File: src/rtl/ifetch_unit.sv
// ifetch_unit
//
// Instruction fetch unit. It owns the architectural PC and issues one word
// fetch at a time to instruction memory over a req/gnt/rvalid handshake. The
// returned word is registered and offered to decode over a valid/ready
// handshake. On each decode handshake the externally computed next PC (npc)
// is loaded and the next fetch begins. A misaligned npc parks the unit in a
// sticky fault state that only reset clears.
//
// Ports:
//   clk          sole clock, rising edge
//   rst          synchronous active-high reset
//   imem_req     fetch request, high only while issuing
//   imem_addr    fetch address (always the current pc)
//   imem_gnt     memory accepted the request
//   imem_rvalid  fetched word valid
//   imem_rdata   fetched word
//   inst_valid   registered instruction available to decode
//   inst         registered instruction word
//   inst_pc      PC of inst
//   inst_ready   decode consumes inst this cycle
//   npc          next PC, sampled only on the decode handshake
//   pc           current PC register
//   misalign     sticky: a handshaked npc was not word aligned

module ifetch_unit #(
    parameter logic [31:0] RESET_PC = 32'h0000_0000
) (
    input  logic        clk,
    input  logic        rst,
    output logic        imem_req,
    output logic [31:0] imem_addr,
    input  logic        imem_gnt,
    input  logic        imem_rvalid,
    input  logic [31:0] imem_rdata,
    output logic        inst_valid,
    output logic [31:0] inst,
    output logic [31:0] inst_pc,
    input  logic        inst_ready,
    input  logic [31:0] npc,
    output logic [31:0] pc,
    output logic        misalign
);

    localparam logic [2:0] StIdle  = 3'd0;
    localparam logic [2:0] StIssue = 3'd1;
    localparam logic [2:0] StWait  = 3'd2;
    localparam logic [2:0] StHold  = 3'd3;
    localparam logic [2:0] StFault = 3'd4;

    logic [2:0]  state_q, state_d;
    logic [31:0] pc_q, pc_d;
    logic [31:0] inst_q, inst_d;
    logic [31:0] inst_pc_q, inst_pc_d;
    logic        misalign_q, misalign_d;

    always_comb begin
        state_d    = state_q;
        pc_d       = pc_q;
        inst_d     = inst_q;
        inst_pc_d  = inst_pc_q;
        misalign_d = misalign_q;
        case (state_q)
            StIdle: begin
                state_d = StIssue;
            end
            StIssue: begin
                if (imem_gnt) begin
                    state_d = StWait;
                end
            end
            StWait: begin
                if (imem_rvalid) begin
                    inst_d    = imem_rdata;
                    inst_pc_d = pc_q;
                    state_d   = StHold;
                end
            end
            StHold: begin
                if (inst_ready) begin
                    if (npc[1:0] == 2'b00) begin
                        pc_d    = npc;
                        state_d = StIssue;
                    end else begin
                        // pc is kept so the faulting instruction's PC stays visible
                        misalign_d = 1'b1;
                        state_d    = StFault;
                    end
                end
            end
            StFault: begin
                state_d = StFault;
            end
            default: begin
                state_d = StIdle;
            end
        endcase
    end

    always_ff @(posedge clk) begin
        if (rst) begin
            state_q    <= StIdle;
            pc_q       <= RESET_PC;
            inst_q     <= 32'h0000_0000;
            inst_pc_q  <= RESET_PC;
            misalign_q <= 1'b0;
        end else begin
            state_q    <= state_d;
            pc_q       <= pc_d;
            inst_q     <= inst_d;
            inst_pc_q  <= inst_pc_d;
            misalign_q <= misalign_d;
        end
    end

    // Handshake outputs decode purely from registered state.
    assign imem_req   = (state_q == StIssue);
    assign inst_valid = (state_q == StHold);
    assign imem_addr  = pc_q;
    assign pc         = pc_q;
    assign inst       = inst_q;
    assign inst_pc    = inst_pc_q;
    assign misalign   = misalign_q;

endmodule

File: config.mk
export PLATFORM = sky130hd
export DESIGN_NAME = ifetch_unit
export DESIGN_NICKNAME = d
export VERILOG_FILES = /design/src/rtl/ifetch_unit.sv
export SDC_FILE = /design/constraint.sdc
export NUM_CORES = 1
export LEC_CHECK = 0
export CAP_MARGIN = 40
export CORE_ASPECT_RATIO = 1.75
export CORE_UTILIZATION = 30
export CTS_CLUSTER_SIZE = 28
export DETAILED_ROUTE_END_ITERATION = 8
export DONT_BUFFER_PORTS = 1
export PLACE_DENSITY = 0.55
export SETUP_SLACK_MARGIN = 0.4
export SYNTH_ARGS = -nofsm -noshare
export SYNTH_HDL_FRONTEND = slang
export SYNTH_SLANG_ARGS = --single-unit
export TNS_END_PERCENT = 50
File: constraint.sdc
create_clock -name clk -period 3.4 [get_ports clk]
set_input_delay 0.68 -clock clk [delete_from_list [all_inputs] [get_ports clk]]
set_output_delay 0.68 -clock clk [all_outputs]
set_load 0.005 [all_outputs]
-- Yosys cells after proc, flatten, opt, wreduce, memory -nomap -nowiden
Cells that the tools add are included.
- memories: 0
- bits in latches: 0
- flip-flop bits (word level): 100
- output and inout bits: 131
- ROM bits: 0
- memory bits (writable): 0
- logic and storage cells: 24
- shifts and indexed selects: 0
- $mul: 0
- divide/modulo/power cells: 0
- $add $sub $neg: 0
- reductions and logical operators: 6
- multiplexer cells: 5
- bitwise operators: 1
- equal/unequal tests: 7
- $lt $le $gt $ge: 0
- operators by type and width (operator ; number):
    $pmux 3 s5 ; 1
    $mux 3 ; 4
    $reduce_and 3->1 ; 3
    $eq 3x2->1 const B ; 2
    $ne 2x1->1 const B ; 2
    $eq 3x1->1 const B ; 1
    $eq 3x3->1 const B ; 1
    $logic_not 3->1 ; 1
    $logic_not 2->1 ; 1
    $ne 2x2->1 const B ; 1
    $reduce_and 2->1 ; 1
    $not 1->1 ; 1

-- Depth between registers and ports, before layout
Gate-level depths: netlist of run 1.
- depth after elaboration: 4
- depth in mapped cells: 5
- depth with buffers taken out: 3

-- Worst setup path before layout of run 1
OpenSTA, ideal clock, no wires.
- path kind: input to register
- from: input port npc[0]
- to: register pc_q[17] (netlist: imem_addr[17])
- setup slack: 1.835 ns
- data arrival time: 1.493 ns
- required time: 3.328 ns
- setup time: 0.072 ns
- path buffers: 1
- stages on the path: 3
- cells stage by stage: nor4_4 -> buf_6 -> mux2i_1
- cells in the longest elaborated chain, start to end: 2
- ends and longest elaborated chain (what ; RTL line ; source):
    from (decl) ; 40 ; input logic [31:0] npc,
    $logic_not 2->1 ; 81 ; if (npc[1:0] == 2'b00) begin
    $reduce_and 3->1 (no line) ; -- ;
    to (signal assigned) ; 109 ; pc_q <= pc_d;
    to (decl) ; 52 ; logic [31:0] pc_q, pc_d;
Every way passes these cells.
A chain may end at the register's enable or synchronous reset.

-- Worst setup path in the final report of run 1
- from: register state_q[1]
- to: register inst_pc_q[5] (netlist: inst_pc[5])
- cells in the longest elaborated chain, start to end: 2
- ends and longest elaborated chain (what ; RTL line ; source):
    from (decl) ; 51 ; logic [2:0] state_q, state_d;
    from (signal assigned) ; 102 ; state_q <= StIdle;
    from (signal assigned) ; 108 ; state_q <= state_d;
    $eq 3x2->1 ; 63 ; case (state_q)
    $reduce_and 2->1 (no line) ; -- ;
    to (signal assigned) ; 111 ; inst_pc_q <= inst_pc_d;
    to (decl) ; 54 ; logic [31:0] inst_pc_q, inst_pc_d;
Every way passes these cells.

==> results of run 1 <==
==> layout make-up <==
class / count / share of cell area
sequential: 100 / 0.479
multi-input combinational: 302 / 0.391
clock buffer: 9 / 0.0539
tap: 171 / 0.0512
clock inverter: 5 / 0.0150
timing repair buffer: 3 / 0.00838
inverter: 2 / 0.00180
==> cells in the final DEF (no fill, tap or decap) <==
cell type   instances
o22ai_1             1
dfxtp_1           100
bufinv_16           1
inv_6               2
nand4bb_4           1
and3b_1             1
a21oi_1            67
inv_1               2
clkbuf_16           9
clkinvlp_4          2
buf_12              1
nand2b_1           60
and4bb_2            1
nand2b_2            1
nor3_1              2
nor4_4              1
nor3b_1             2
buf_4               2
mux2i_1            30
nor2_1              3
or3_1               1
nand2_1           130
a2111oi_0           1
==> sequential cells by signal, summed over array words and instances (netlist names) <==
name and count:
imem_addr 32, inst_pc 32, state_q 3, inst 32, misalign 1
==> cell families after synthesis <==
kind of cell	after synthesis	share of synthesized area
AO/OA/AOI/OAI	69	0.0872
buffers and inverters	65	0.0990
multiplexers	30	0.0747
flip-flops	100	0.498
AND/OR/NAND/NOR	203	0.241
==> metrics by stage <==
step / setup slack (ns) / area, sq um / utilization / power [uW]
finish: 1.48 / 4180 / 0.322 / 2260
global route: 1.21 / 4180 / 0.322 / 2350
CTS: 1.42 / 4180 / 0.322 / 2300
detailed placement: 1.32 / 3890 / 0.299 / 1290
global placement: 1.37 / 3870 / 0.298 / 1290
floorplan: 1.84 / 4020 / - / 1290
==> worst max-delay path, cell delays in order, from the launching register on <==
cell      delay, ns
dfxtp_1        0.51
and4bb_2       0.54
buf_4          0.51
nand2_1        0.11
a21oi_1        0.16
==> worst min path at each step <==
stage / start / end / slack (ns) / cells after the start
finish: rst / inst_pc[8]$_SDFFE_PP0P_ / 0.41 / 1
global route: rst / inst_pc[2]$_SDFFE_PP0P_ / 0.40 / 1
CTS: rst / inst_pc[26]$_SDFFE_PP0P_ / 0.39 / 1
detailed placement: inst[20]$_SDFFE_PP0P_ / inst[20]$_SDFFE_PP0P_ / 0.46 / 2
global placement: inst[30]$_SDFFE_PP0P_ / inst[30]$_SDFFE_PP0P_ / 0.45 / 2
floorplan: misalign$_SDFFE_PP0P_ / misalign$_SDFFE_PP0P_ / 0.44 / 2
==> layer usage <==
layer / track usage / share of wire / up-vias
met4: 0.0680 / 0.027 / 0
met2: 0.218 / 0.52 / 126
met1: 0.120 / 0.37 / 1280
met3: 0.0504 / 0.091 / 13
li1: - / - / 1365
met5: 0 / 0 / -
==> report_power, final <==
group	total, uW	switching, uW	leakage, uW	internal [uW]
logic	65.4	33.9	0.000360	31.5
registers	1200	13.3	0.000806	1180
clock network	999	432	0.000134	567
==> flow_metrics.py, run 1 <==
metrics = {
    "timing": {
        "fin_crit_sh": 0.565,
        "hold_viol": 0,
        "worst-slew-pin-transition_ns": 0.555,
        "hold_slack_ns": 0.412,
        "max-slew-margin-rel": 0.630,
        "drv_slew": 0,
        "final.min_clock_period_ns": 1.92,
        "rsz0062_at_grt": "no",
        "setup_tns_ns": 0,
        "setup_viol": 0,
        "finClkSkew_ns": 0.00719,
        "fmax_mhz": 521,
    },
    "cells_and_area": {
        "multiInputGateArea_sq_um": 1640,
        "drive_above_1_share": 0.0499,
        "area.growth.synth_to_final_pct": 4.05,
        "nNetsFinal": 487,
        "final_cell_count_no_fill": 592,
        "antenna_cells": 0,
        "seq_area_sq_um": 2000,
        "n_fill_cell": 1373,
    },
    "die": {
        "start_util": 0.309,
        "rows": 55,
        "die_h_um": 155,
        "pin_count": 200,
        "fp.coreArea_sq_um": 13000,
        "die_w_um": 89.5,
        "dieArea_sq_um": 13900,
    },
    "setup_path": {
        "cp.arrival_ns": 2.18,
        "r2r_slack_ns": 1.48,
        "start_kind": "register",
        "crit_required_ns": 3.66,
        "reg2reg_to": "inst_pc[5]$_SDFFE_PP0P_",
        "crit_start": "state_q[1]$_SDFFE_PP0P_",
        "critPathKind": "register to register",
        "reg2reg_depth": 4,
        "crit_end": "inst_pc[5]$_SDFFE_PP0P_",
        "worstPathMaxFanout": 47,
        "r2r_start": "state_q[1]$_SDFFE_PP0P_",
        "critPathCaptureType": "register",
    },
    "global_routing": {
        "grt-ovfl-total": 0,
        "track_usage": 0.124,
        "antenna_found_initial": 0,
        "grt_pass1_vias": 2624,
        "grt_pass1_wl_um": 12900,
        "grt_max_degree": 131,
    },
    "synthesis": {
        "synth_edf_count": 0,
        "synthCells": 467,
        "syn_nets": 536,
        "synth_top_area_share": 0.498,
        "yosys.area.top_type": "dfxtp_1",
        "yosys-top-cells-count": "nand2_1 (130), dfxtp_1 (100), a21oi_1 (67)",
        "ys_ff_latch": 100,
        "yosys.cell_types.count": 22,
        "yosysMostFrequentCell": "nand2_1",
        "yosysWarnings": 0,
        "netlist_area_sq_um": 4020,
        "synthTopCellsByArea": "dfxtp_1 (50%), nand2_1 (12%), nand2b_1 (9.3%)",
        "avgSynthCellArea_sq_um": 8.61,
        "ys_seq_area_frac": 0.498,
        "async_flop_share": 0,
        "ys.flop_type": "dfxtp_1",
    },
    "drt": {
        "drc": 0,
        "drt_iter0_markers": 124,
        "antenna_left": 0,
        "wirelength_um": 8640,
        "dr_total_vias": 2784,
        "routedWlPerCell_um": 14.6,
        "drt-pass1-iter-count": 4,
        "drt-vias-per-instance": 4.70,
    },
    "min_path": {
        "min_path_type": "input port to register",
    },
    "run": {
        "cap_viol_max_count": 0,
    },
    "power": {
        "p_leak_uw": 0.00130,
        "p_per_area_nw_per_um2": 541,
        "irDropWorstVdd_mv": 0.207,
    },
    "clock_tree": {
        "cts_buffer_depth": 2,
        "cts_tree": "built",
        "cts_resized": 0,
        "cts_root_buf": "clkbuf_16",
        "holdBufCountCts": 0,
        "cts.htree.levels": 3,
        "clock-sinks": 100,
        "path_clk_slew_ns": 0.07,
        "cts_buffers": 9,
        "clk_latency_ns": 0.34,
        "post_cts_buffers": 0,
    },
    "outcome": {
        "status": "finished, final reports clean",
    },
    "placed_design": {
        "portBuffers": 0,
        "gp_congestion": 0.717,
        "dp_hpwl_um": 6050,
        "dp.cells": 578,
    },
}
Note: power is estimated with default switching activity, not from simulation.
==> run 2, diff against run 1 <==
--- a/config.mk
+++ b/config.mk
@@ -11,7 +11,7 @@
 export CTS_CLUSTER_SIZE = 28
 export DETAILED_ROUTE_END_ITERATION = 8
 export DONT_BUFFER_PORTS = 1
-export PLACE_DENSITY = 0.55
+export PLACE_DENSITY = 0.56
 export SETUP_SLACK_MARGIN = 0.4
 export SYNTH_ARGS = -nofsm -noshare
 export SYNTH_HDL_FRONTEND = slang
==> constraint.sdc (replaced) <==
create_clock -name clk -period 1.7 [get_ports clk]
set_input_delay 0.34 -clock clk [delete_from_list [all_inputs] [get_ports clk]]
set_output_delay 0.34 -clock clk [all_outputs]
set_load 0.005 [all_outputs]
==> run 2 against run 1 <==
  * Clock power grew 95%
  * Global-route usage is 1.0 points higher
  * Non-clock buffer count is 9 higher
  * Core utilization up 1.8 points
  * Clock skew up 0.0060 ns
  * Sequential share of layout area fell by 2.4 points
  * Register-to-register slack worse by 1.1 ns
  * Combinational power up 150%
  * First-iteration DRC count is 13% higher
  * Count of clock-buffer cells in the layout rose by 2
  * Cell area grew 5.7%
  * Flip-flop and latch count did not move
  * Critical path type is now register to primary output
  * Largest cell class unchanged
==> flow_metrics.py, run 2 (same netlist as run 1, synthesis figures left out) <==
metrics = {
    "setup_path": {
        "crit_required_ns": 1.36,
        "critPathKind": "register to primary output",
        "critPathCaptureType": "primary output",
        "r2r_slack_ns": 0.34,
        "worstPathMaxFanout": 7,
        "cp.arrival_ns": 1.03,
        "start_kind": "register",
        "reg2reg_to": "imem_addr[25]$_SDFFE_PP0P_",
        "reg2reg_depth": 5,
        "r2r_start": "state_q[2]$_SDFFE_PP0P_",
    },
    "min_path": {
        "holdPathEnd": "inst_pc[4]$_SDFFE_PP0P_",
        "whs_path_depth": 1,
        "hp-start": "rst",
        "min_path_type": "input port to register",
    },
    "drt": {
        "antenna_left": 0,
        "dr_total_vias": 2885,
        "routedWlPerCell_um": 16.4,
        "wirelength_um": 9860,
        "drc": 0,
        "drt_iter0_markers": 140,
        "drt-pass1-iter-count": 6,
        "drt-vias-per-instance": 4.78,
    },
    "global_routing": {
        "grt_pass1_vias": 2625,
        "grt_max_degree": 131,
        "grt_use_met3": 0.0414,
        "grt-busiest-layer": "met2",
        "grt-ovfl-total": 0,
        "grt_util_met2": 0.231,
        "grt_pass1_wl_um": 13900,
        "grt_use_met1": 0.147,
        "track_usage": 0.134,
        "antenna_found_initial": 0,
    },
    "timing": {
        "fmax_mhz": 731,
        "setup_tns_ns": 0,
        "hold_viol": 0,
        "finalWorstSetupSlack_ns": 0.332,
        "setup_viol": 0,
        "worst-slew-pin-transition_ns": 0.335,
        "fin_crit_sh": 0.805,
        "drv_slew": 0,
        "rsz0062_at_grt": "yes",
        "finClkSkew_ns": 0.0132,
        "max-slew-margin-rel": 0.771,
        "final.min_clock_period_ns": 1.37,
    },
    "placed_design": {
        "dp_slack_ns": 0.262,
        "dp_hpwl_um": 6180,
        "gp_congestion": 0.715,
        "portBuffers": 0,
    },
    "clock_tree": {
        "holdBufCountCts": 0,
        "clk_latency_ns": 0.34,
        "cts_buffers": 9,
        "cts_root_buf": "clkbuf_16",
        "cts_buffer_depth": 2,
        "cts.htree.levels": 3,
        "cts_tree": "built",
        "clock-sinks": 100,
        "path_clk_slew_ns": 0.07,
    },
    "cells_and_area": {
        "final_common_cell": "nand2_1",
        "nNetsFinal": 496,
        "n_fill_cell": 1351,
        "antenna_cells": 0,
        "drive_above_1_share": 0.0856,
        "final_cell_mix": "nand2_1 (129), dfxtp_1 (97), a21oi_1 (67)",
        "area.growth.synth_to_final_pct": 9.96,
    },
    "die": {
        "dieArea_sq_um": 13900,
        "start_util": 0.309,
        "die_w_um": 89.5,
        "die_h_um": 155,
        "rows": 55,
        "pin_count": 200,
        "fp.coreArea_sq_um": 13000,
    },
    "run": {
        "cap_viol_max_count": 0,
    },
    "power": {
        "irDropWorstVdd_mv": 0.460,
        "p_per_area_nw_per_um2": 1020,
        "p_leak_uw": 0.00141,
    },
    "outcome": {
        "status": "finished, final reports clean",
    },
}
==> run 2: critical path, cell delays in order (launching register included) <==
cell,delay (ns)
dfxtp_2,0.39
inv_1,0.07
nor3_1,0.22
==> run 2: final cells by class <==
| type | instances | area (sq um) | share of cell area |
|---|---|---|---|
| inverter | 2 | 7.51 | 0.00170 |
| timing repair buffer | 12 | 249 | 0.0563 |
| sequential | 100 | 2010 | 0.455 |
| clock inverter | 5 | 42.5 | 0.00963 |
| multi-input combinational | 302 | 1650 | 0.374 |
| tap | 171 | 214 | 0.0484 |
| clock buffer | 11 | 243 | 0.0549 |
==> run 2: worst max path at each step <==
stage | from | endpoint | slack [ns] | cells after the start
floorplan | state_q[2]$_SDFFE_PP0P_ | imem_addr[17]$_SDFFE_PP0P_ | 0.33 | 4
global placement | state_q[1]$_SDFFE_PP0P_ | imem_addr[29]$_SDFFE_PP0P_ | 0.33 | 4
detailed placement | state_q[1]$_SDFFE_PP0P_ | imem_addr[11]$_SDFFE_PP0P_ | 0.26 | 4
CTS | state_q[0]$_SDFFE_PP0P_ | imem_req | 0.32 | 2
global route | state_q[2]$_SDFFE_PP0P_ | imem_addr[23]$_SDFFE_PP0P_ | 0.25 | 5
finish | state_q[0]$_SDFFE_PP0P_ | imem_req | 0.33 | 2
==> run 2: power breakdown <==
part | internal [uW] | switching [uW]
Combinational | 83.1 | 79.0
Clock | 1050 | 898
Sequential | 2370 | 28.2
==> run 2: routing by layer <==
| metal | share of wire | vias up |
|---|---|---|
| met3 | 0.066 | 15 |
| met2 | 0.52 | 126 |
| met1 | 0.39 | 1359 |
| met5 | 0 | - |
| met4 | 0.020 | 0 |
| li1 | - | 1385 |
==> run 2: through the flow <==
stage	hold slack [ns]	total power [uW]	utilization	cells	instance area, sq um
6_report	0.0737	4510	0.340	603	4420
5_1_grt	0.0474	4700	0.340	603	4420
4_1_cts	0.0483	4560	0.332	600	4320
3_5_place_dp	0.419	2590	0.302	579	3930
3_3_place_gp	0.420	2580	0.302	579	3930
2_1_floorplan	0.437	2590	-	467	4030
==> run 2: repair_timing <==
action                     in CTS  in global routing
setup buffers                   3                  0
resized for setup               7                  5
pin swaps                       2                  1
cloned                          2                  3
setup endpoints to repair      98                 90
